<file path="config.mk">
export PLATFORM = sky130hd
export DESIGN_NAME = led_channel_blinker
export DESIGN_NICKNAME = d
export VERILOG_FILES = /design/src/rtl/led_pkg.sv /design/src/rtl/led_tick_gen.sv /design/src/rtl/led_channel_blinker.sv
export SDC_FILE = /design/constraint.sdc
export NUM_CORES = 1
export LEC_CHECK = 0
export ABC_AREA = 1
export BUFFER_PORTS_ARGS = -buffer_cell sky130_fd_sc_hd__buf_4
export CORE_MARGIN = 2
export CORE_UTILIZATION = 41
export CTS_CLUSTER_SIZE = 25
export DETAILED_ROUTE_END_ITERATION = 6
export PLACE_DENSITY_LB_ADDON = 0.1
export SYNTH_ARGS = -nofsm -noshare
export SYNTH_HDL_FRONTEND = slang
export SYNTH_SLANG_ARGS = --single-unit
</file>
<file path="constraint.sdc">
create_clock -name FPGA_CLK1_50 -period 6.8 [get_ports FPGA_CLK1_50]
set_input_delay 0.68 -clock FPGA_CLK1_50 [delete_from_list [all_inputs] [get_ports FPGA_CLK1_50]]
set_output_delay 0.68 -clock FPGA_CLK1_50 [all_outputs]
set_load 0.01 [all_outputs]
</file>
<file path="src/rtl/led_pkg.sv">
// Shared mode encoding and duty-cycle constants for the LED channel blinker.
package led_pkg;

  typedef enum logic [1:0] {
    LED_OFF     = 2'd0,
    LED_ON      = 2'd1,
    LED_BLINK   = 2'd2,
    LED_BREATHE = 2'd3
  } led_mode_e;

  localparam int DUTY_W = 8;
  localparam logic [DUTY_W-1:0] DUTY_MAX = '1;

endpackage

</file>
<file path="src/rtl/led_tick_gen.sv">
// Base tick generator: one-cycle pulse every CLK_HZ/TICK_HZ enabled cycles, combinational off the divider.
// No backpressure; en low freezes the divider so the residual count survives.
module led_tick_gen #(
  parameter int CLK_HZ  = 50_000_000,
  parameter int TICK_HZ = 1000
) (
  input  logic FPGA_CLK1_50,
  input  logic KEY0_n,
  input  logic en,
  output logic tick
);

  localparam int DIV = CLK_HZ / TICK_HZ;
  localparam int DW  = (DIV > 2) ? $clog2(DIV) : 1;

  generate
    if ((CLK_HZ % TICK_HZ) != 0 || DIV < 2) begin : g_bad_cfg
      $error("led_tick_gen: CLK_HZ must be a multiple of TICK_HZ with a ratio of at least 2");
    end
  endgenerate

  logic [DW-1:0] div_q, div_d;
  logic          wrap;

  assign wrap = (div_q == DW'(DIV - 1));
  assign tick = en && wrap;

  always_comb begin
    div_d = div_q;
    if (en) begin
      div_d = wrap ? '0 : div_q + DW'(1);
    end
  end

  always_ff @(posedge FPGA_CLK1_50 or negedge KEY0_n) begin
    if (!KEY0_n) begin
      div_q <= '0;
    end else begin
      div_q <= div_d;
    end
  end

endmodule

</file>
<file path="src/rtl/led_channel_blinker.sv">
// NCH-channel LED driver (OFF/ON/BLINK/BREATHE) sharing one tick-based phase; led is registered, one cycle after inputs.
// No backpressure; en low freezes all timing. BREATHE PWM is compiled in with LED_BREATHE_EN, else mode 3 blinks.
module led_channel_blinker
  import led_pkg::*;
#(
  parameter int NCH     = 8,
  parameter int CLK_HZ  = 50_000_000,
  parameter int TICK_HZ = 1000,
  parameter int PER_W   = 12
) (
  input  logic               FPGA_CLK1_50,
  input  logic               KEY0_n,
  input  logic               en,
  input  logic [PER_W-1:0]   period,
  input  logic [2*NCH-1:0]   mode,
  output logic [NCH-1:0]     led
);

  generate
    if (NCH < 1 || NCH > 32) begin : g_bad_nch
      $error("led_channel_blinker: NCH must be in 1..32");
    end
  endgenerate

  logic             tick;
  logic [PER_W-1:0] cnt_q, cnt_d;
  logic [PER_W-1:0] per_q, per_d;
  logic [PER_W-1:0] per_eff, per_lat;
  logic             phase_q, phase_d;
  logic             breathe_lit;
  logic [NCH-1:0]   led_q, led_d;

  led_tick_gen #(
    .CLK_HZ  (CLK_HZ),
    .TICK_HZ (TICK_HZ)
  ) u_tick_gen (
    .FPGA_CLK1_50 (FPGA_CLK1_50),
    .KEY0_n       (KEY0_n),
    .en           (en),
    .tick         (tick)
  );

  // At count 0 no progress has been made, so the live period is taken as the latched one.
  assign per_eff = (period == '0) ? PER_W'(1) : period;
  assign per_lat = (cnt_q == '0) ? per_eff : per_q;

  always_comb begin
    cnt_d   = cnt_q;
    phase_d = phase_q;
    per_d   = per_lat;
    if (tick) begin
      if (cnt_q == per_lat - PER_W'(1) || per_eff <= cnt_q) begin
        cnt_d   = '0;
        phase_d = ~phase_q;
      end else begin
        cnt_d = cnt_q + PER_W'(1);
      end
    end
  end

  always_ff @(posedge FPGA_CLK1_50 or negedge KEY0_n) begin
    if (!KEY0_n) begin
      cnt_q   <= '0;
      per_q   <= '0;
      phase_q <= 1'b0;
    end else begin
      cnt_q   <= cnt_d;
      per_q   <= per_d;
      phase_q <= phase_d;
    end
  end

`ifdef LED_BREATHE_EN
  logic [DUTY_W-1:0] pwm_q;
  logic [DUTY_W-1:0] duty_q, duty_d;
  logic              dir_q, dir_d;

  // Triangle ramp: direction flips on the tick that lands on an endpoint.
  always_comb begin
    duty_d = duty_q;
    dir_d  = dir_q;
    if (tick) begin
      duty_d = dir_q ? duty_q - DUTY_W'(1) : duty_q + DUTY_W'(1);
      if (!dir_q && duty_q == DUTY_MAX - DUTY_W'(1)) begin
        dir_d = 1'b1;
      end
      if (dir_q && duty_q == DUTY_W'(1)) begin
        dir_d = 1'b0;
      end
    end
  end

  always_ff @(posedge FPGA_CLK1_50 or negedge KEY0_n) begin
    if (!KEY0_n) begin
      pwm_q  <= '0;
      duty_q <= '0;
      dir_q  <= 1'b0;
    end else begin
      pwm_q  <= pwm_q + DUTY_W'(1);
      duty_q <= duty_d;
      dir_q  <= dir_d;
    end
  end

  assign breathe_lit = (pwm_q < duty_q);
`else
  assign breathe_lit = phase_q;
`endif

  always_comb begin
    led_d = '0;
    for (int k = 0; k < NCH; k++) begin
      case (led_mode_e'(mode[2*k +: 2]))
        LED_OFF:     led_d[k] = 1'b0;
        LED_ON:      led_d[k] = 1'b1;
        LED_BLINK:   led_d[k] = phase_q;
        LED_BREATHE: led_d[k] = breathe_lit;
        default:     led_d[k] = 1'b0;
      endcase
    end
  end

  always_ff @(posedge FPGA_CLK1_50 or negedge KEY0_n) begin
    if (!KEY0_n) begin
      led_q <= '0;
    end else begin
      led_q <= led_d;
    end
  end

  assign led = led_q;

endmodule

</file>
=== Word level (Yosys, flattened, before mapping) ===
Index checks and enable logic that the tools add are counted.

* Bits in registers: 49
* Input bits: 31
* Output and inout port bits: 8
* Logic and storage cells: 69

* Add/subtract/negate cells: 3
* Magnitude comparators: 1
* Equality and inequality tests: 26
* Muxes and demuxes: 12
* Bitwise operators: 1
* Reduce and logical (&&, ||, !) cells: 21

{| class="wikitable"
|+ Operators with widths
! cell !! number
|-
| $mux W12 || 3
|-
| $eq A2 B2 Y1 const B || 16
|-
| $logic_not A12 Y1 || 2
|-
| $pmux W1 S3 || 8
|-
| $add A16 B1 Y16 const B || 1
|-
| $eq A16 B16 Y1 const B || 1
|-
| $eq A2 B1 Y1 const B || 8
|-
| $logic_not A2 Y1 || 8
|-
| $mux W16 || 1
|-
| $reduce_or A2 Y1 || 8
|-
| $add A12 B1 Y12 const B || 1
|-
| $eq A12 B12 Y1 || 1
|-
| $le A12 B12 Y1 || 1
|-
| $sub A12 B1 Y12 const B || 1
|-
| $reduce_and A2 Y1 || 1
|-
| $logic_and A1 B1 Y1 || 1
|-
| $logic_or A1 B1 Y1 || 1
|-
| $not A1 Y1 || 1
|}

=== Depth between registers and ports, before layout ===
* Word-level depth: 7
* Mapped depth: 24
* Depth with buffers taken out: 23

=== Modules after synthesis ===
Synthesis repeated with hierarchy kept, for this count alone.

* Cell total of the unflattened synthesis: 500
* Area total of the unflattened synthesis: 3,598.5 sq um

{| class="wikitable"
|+ By module, submodules not included
! module !! instances !! cells each !! area an instance (sq um) !! sequential area each (sq um)
|-
| led_channel_blinker || 1 || 366 || 2,636.3 || 825.8
|-
| led_tick_gen || 1 || 134 || 962.2 || 400.4
|}

=== Worst setup path after synthesis ===
OpenSTA, ideal clock, no wires.

* Path type: register to register
* Start: reg cnt_q[1]
* End: reg cnt_q[10]
* Library setup time: 0.140 ns
* Arrival time: 2.540 ns
* Required time: 6.660 ns
* Setup slack: 4.120 ns
* Stages on the path, launching flop included: 23
* Buffers on the path: 2
* Period minus slack after synthesis: 2.680 ns
* Cell sequence: dfrtp_1 -> inv_1 -> ha_1 -> nand3_4 -> nor2_8 -> nand2_4 -> buf_12 -> clkinv_4 -> nand3_2 -> nand2_4 -> ha_1 -> nand2_2 -> nor2_4 -> nand3_1 -> nand2_1 -> nand2_1 -> nand2_1 -> nand3_1 -> nor2_1 -> nand2_1 -> nand2_2 -> buf_8 -> a21oi_2

* Word-level cells in the longest chain between the ends: 6
* Elaborated cells on any way between the ends: 8
* Those cells by class: add/sub (2); order compare (1); eq/ne (1); mux (2); reduce/logical (2)

{| class="wikitable"
|+ Ends and longest elaborated chain
! item !! RTL line !! RTL
|-
| from (decl) || led_channel_blinker.sv:26 || <nowiki>logic [PER_W-1:0] cnt_q, cnt_d;</nowiki>
|-
| from (signal assigned) || led_channel_blinker.sv:67 || <nowiki>cnt_q <= cnt_d;</nowiki>
|-
| $logic_not A12 Y1 || led_channel_blinker.sv:45 || <nowiki>assign per_lat = (cnt_q == '0) ? per_eff : per_q;</nowiki>
|-
| $mux W12 || led_channel_blinker.sv:45 ||
|-
| $sub A12 B1 Y12 || led_channel_blinker.sv:52 || <nowiki>if (cnt_q == per_lat - PER_W'(1) || per_eff <= cnt_q) begin</nowiki>
|-
| $eq A12 B12 Y1 || led_channel_blinker.sv:52 ||
|-
| $logic_or A1 B1 Y1 || led_channel_blinker.sv:52 ||
|-
| $mux W12 (*) || led_channel_blinker.sv:52 ||
|}

Every way passes the cells marked *; elsewhere a longest branch is shown, timed or not.
A chain may end at the register's enable or synchronous reset.

=== Worst setup path after layout ===
* Start: reg cnt_q[1]
* End: reg phase_q (netlist: breathe_lit)

* Word-level cells in the longest chain between the ends: 6
* Elaborated cells on any way between the ends: 7
* Those cells by class: add/sub (1); order compare (1); eq/ne (1); mux (1); reduce/logical (3)

{| class="wikitable"
|+ Ends and longest elaborated chain
! item !! RTL line !! RTL
|-
| $logic_not A12 Y1 || led_channel_blinker.sv:45 ||
|-
| $mux W12 || led_channel_blinker.sv:45 ||
|-
| $sub A12 B1 Y12 || led_channel_blinker.sv:52 ||
|-
| $eq A12 B12 Y1 || led_channel_blinker.sv:52 ||
|-
| $logic_or A1 B1 Y1 (*) || led_channel_blinker.sv:52 ||
|-
| $reduce_and A2 Y1 (no source line) (*) || -- ||
|-
| to (signal assigned) || led_channel_blinker.sv:69 || <nowiki>phase_q <= phase_d;</nowiki>
|-
| to (decl) || led_channel_blinker.sv:29 || <nowiki>logic phase_q, phase_d;</nowiki>
|}

Marked as above.

==> results.cfg <==
[outcome]
run_status = completed

[routing]
drt_pass1_iterations = 4
post_drt_via_cell_ratio = 4.94
drt_first_iter_violations = 135
ant_nets = 0
detail_route.wirelength_um = 7940
routed-via-count = 2984
route.detailed.drc = 0
wl_per_cell_um = 13.2

[clock_network]
cts.repair_timing.setup_buffer_count = 0
h-tree-depth = 2
postCtsHoldBufs = 0
clock_insertion_delay_worst_skew_ps = 300
buffers_from_clock_root_to_sink_at_most = 2
cts-root-buf = sky130_fd_sc_hd__clkbuf_8
cts_inserted_buffers = 5
postCtsResizedCells = 0
cts.clk_slew.worst_paths_ps = 100
cts_tree = built
clock-sinks = 49

[logic_synthesis]
synth_nets = 515
avgSynthCellArea_um2 = 7.48
number_of_distinct_standard_cells_referenced_by_the_synthesized_netlist = 39
synth-seq-cells = 49
async_reset_ff_share_pct = 100
synth_common_cells = sky130_fd_sc_hd__nand2_1, sky130_fd_sc_hd__inv_1, sky130_fd_sc_hd__dfrtp_1
synth_ff_type = sky130_fd_sc_hd__dfrtp_1
syn_inst = 468
yosys.area.top_type_share_pct = 35.0
synth-seq-area-share_pct = 35.0
synth_edf_count = 0
synth.cell_area_um2 = 3500
largest_area_contributor_in_the_netlist = sky130_fd_sc_hd__dfrtp_1
synth.most_common_cell = sky130_fd_sc_hd__nand2_1
yosys_warnings = 0
synthTopCellsByArea = sky130_fd_sc_hd__dfrtp_1, sky130_fd_sc_hd__nand2_1, sky130_fd_sc_hd__inv_1

[worst_setup_path]
cp_data_arrival_time_ps = 3560
critical_path.endpoint_type = register
critical_path.top_delay_family = simple AND/OR/NAND/NOR gates
timing.critical_path.cells = inv_1 -> ha_1 -> nand3_4 -> nor2_8 -> nand2_4 -> clkinv_4 -> nand3_2 -> nand2_4 -> ha_1 -> nand2_2 -> nor2_4 -> nand3_1 -> nand2_1 -> nand2_1 -> nand2_1 -> nand3_1 -> nor2_1 -> nand2_1 -> nand2_2 -> nand2_1 -> nand2_1 -> nand2_1
maximum_fanout_count_along_the_critical_path = 14
cp_data_required_time_ps = 7000
cpMaxStageDelayCell = sky130_fd_sc_hd__dfrtp_1
worst_setup_path_start_kind = register
longest_individual_stage_delay_on_the_worst_path_ps = 430
crit_path_frequent_cell = sky130_fd_sc_hd__nand2_1
critical_path.n_buffers_inverters = 2
criticalPathCategory = register to register

[timing]
finalWorstSetupSlack_ps = 3440
relSlewSlack_pct = 40.9
clock.fmax_ghz = 0.298
rsz0062_at_grt = no
report.final.setup_viol = 0
drv_slew = 0
report.final.hold_viol_count = 0
timing_worst_slew_pin_value_ps = 885
final.period_utilization_pct = 49.4
worst_clock_skew_ps = 10.7
finalWorstPathRequiredPeriod_ps = 3360
totalNegativeSetupSlack_ps = 0

[placed_design]
pre_cts_slack_ps = 3470
dp.final_hpwl_um = 6210
place.detailed.instances = 596
routabilityCongestion = 0.904
buffer_ports.inserted = 38

[final_layout]
ff_latch_area_um2 = 1230
final-instance-count-excl-fill = 604
n_fill_cell = 845
final_net_count = 545
multi_input_area_um2 = 1900
synthToLayoutAreaGrowth_pct = 11.7
antennaDiodeCount = 0
postLayoutCoreUtil_pct = 47.3
final_layout_size_suffix_gt1_share_pct = 20.6

[die]
floorplan_die_area_um2 = 9290
boundaryPins = 39
rows = 33
design.core.area_um2 = 8260
die-height_um = 96.4
die_x_um = 96.4
effective_utilization_at_floorplan_pct = 42.4

[global_route]
antenna_found_initial = 0
grt_pass1_wl_um = 13200
globalRoute.totalOverflow = 0
largest_net_degree_at_the_start_of_global_routing = 50
grt_util_all_layers_pct = 18.3
first_global_vias = 2795

[job]
timing.max_cap.violations = 0

[power_and_ir_drop]
p_total_mw = 0.623
power_per_cell_area_nw_per_um2 = 160
power.ir.vdd_worst_uv = 89.9
static-leakage-power_nw = 2.12

[hold_path]
holdCritPathClass = input port to asynchronous set/reset pin
## path summary, 6_finish.rpt
kind	start	endpoint	slack, ps	cells after the start
setup reg to reg	cnt_q[1]	breathe_lit	3440	22
max in group asynchronous	KEY0_n	cnt_q[2]	5990	1
hold / removal	KEY0_n	per_q[1]	380	1
hold reg to reg	breathe_lit	breathe_lit	490	2
setup / recovery	cnt_q[1]	breathe_lit	3440	22
min in group FPGA_CLK1_50	breathe_lit	breathe_lit	490	2
## power by group
| part | internal (mW) | total, mW | switching [mW] |
|---|---|---|---|
| sequential | 0.318 | 0.340 | 0.0225 |
| clock | 0.0733 | 0.181 | 0.107 |
| combinational | 0.0437 | 0.103 | 0.0589 |
| total | 0.435 | 0.623 | 0.189 |
## state kept, by name, summed over array words and instances (netlist names)
name / flops
u_tick_gen.div_q: 16
per_q: 12
cnt_q: 12
led: 8
breathe_lit: 1
## per-layer routing
layer  wire length [um]  GRT usage [%]  vias to the layer above
met1               3840           25.0                     1350
li1                   -              -                     1547
met3                400           3.49                       12
met2               3610           29.9                       75
met5                  0              0                        -
met4                 91           4.46                        0
## cells in the final DEF, fill, tap and decap left out, types with 4 or more instances in the layout
master and instances:
sky130_fd_sc_hd__ha_1 16, sky130_fd_sc_hd__xor2_1 9, sky130_fd_sc_hd__nand3_2 4, sky130_fd_sc_hd__buf_4 38, sky130_fd_sc_hd__inv_1 67, sky130_fd_sc_hd__a21oi_2 9, sky130_fd_sc_hd__clkbuf_8 5, sky130_fd_sc_hd__nor3_1 11
sky130_fd_sc_hd__dfrtp_1 49, sky130_fd_sc_hd__nand3b_1 8, sky130_fd_sc_hd__nand2_1 106, sky130_fd_sc_hd__nand3_1 38, sky130_fd_sc_hd__nand2_2 19, sky130_fd_sc_hd__nor2_1 39, sky130_fd_sc_hd__nand2_4 5, sky130_fd_sc_hd__nor2_4 7
sky130_fd_sc_hd__a21oi_1 23, sky130_fd_sc_hd__nor4_1 4, sky130_fd_sc_hd__nand4_1 4, sky130_fd_sc_hd__o21ai_0 12
## per-stage QoR
stage | area [um2] | hold slack (ps)
2_1_floorplan | 3500 | 384
3_3_place_gp | 3820 | 467
3_5_place_dp | 3820 | 474
4_1_cts | 3910 | 415
5_1_grt | 3910 | 445
6_report | 3910 | 379
## logic make-up after synthesis
| family | Yosys count | share of synthesized area, % |
|---|---|---|
| XOR/XNOR | 10 | 2.50 |
| AO/OA/AOI/OAI | 53 | 9.36 |
| buffers and inverters | 88 | 10.8 |
| adder cells (fa/ha/maj) | 16 | 5.72 |
| flip-flops | 49 | 35.0 |
| AND/OR/NAND/NOR | 252 | 36.6 |
## layout make-up
cell class	count	share of cell area, %
repair buffers	38	7.30
clock buffers	5	1.76
well taps	105	3.36
multi-input cells	331	48.5
inverters	73	7.17
clock inverters	3	0.544
flip-flops and latches	49	31.4
Note: power is estimated with default switching activity, not from simulation.
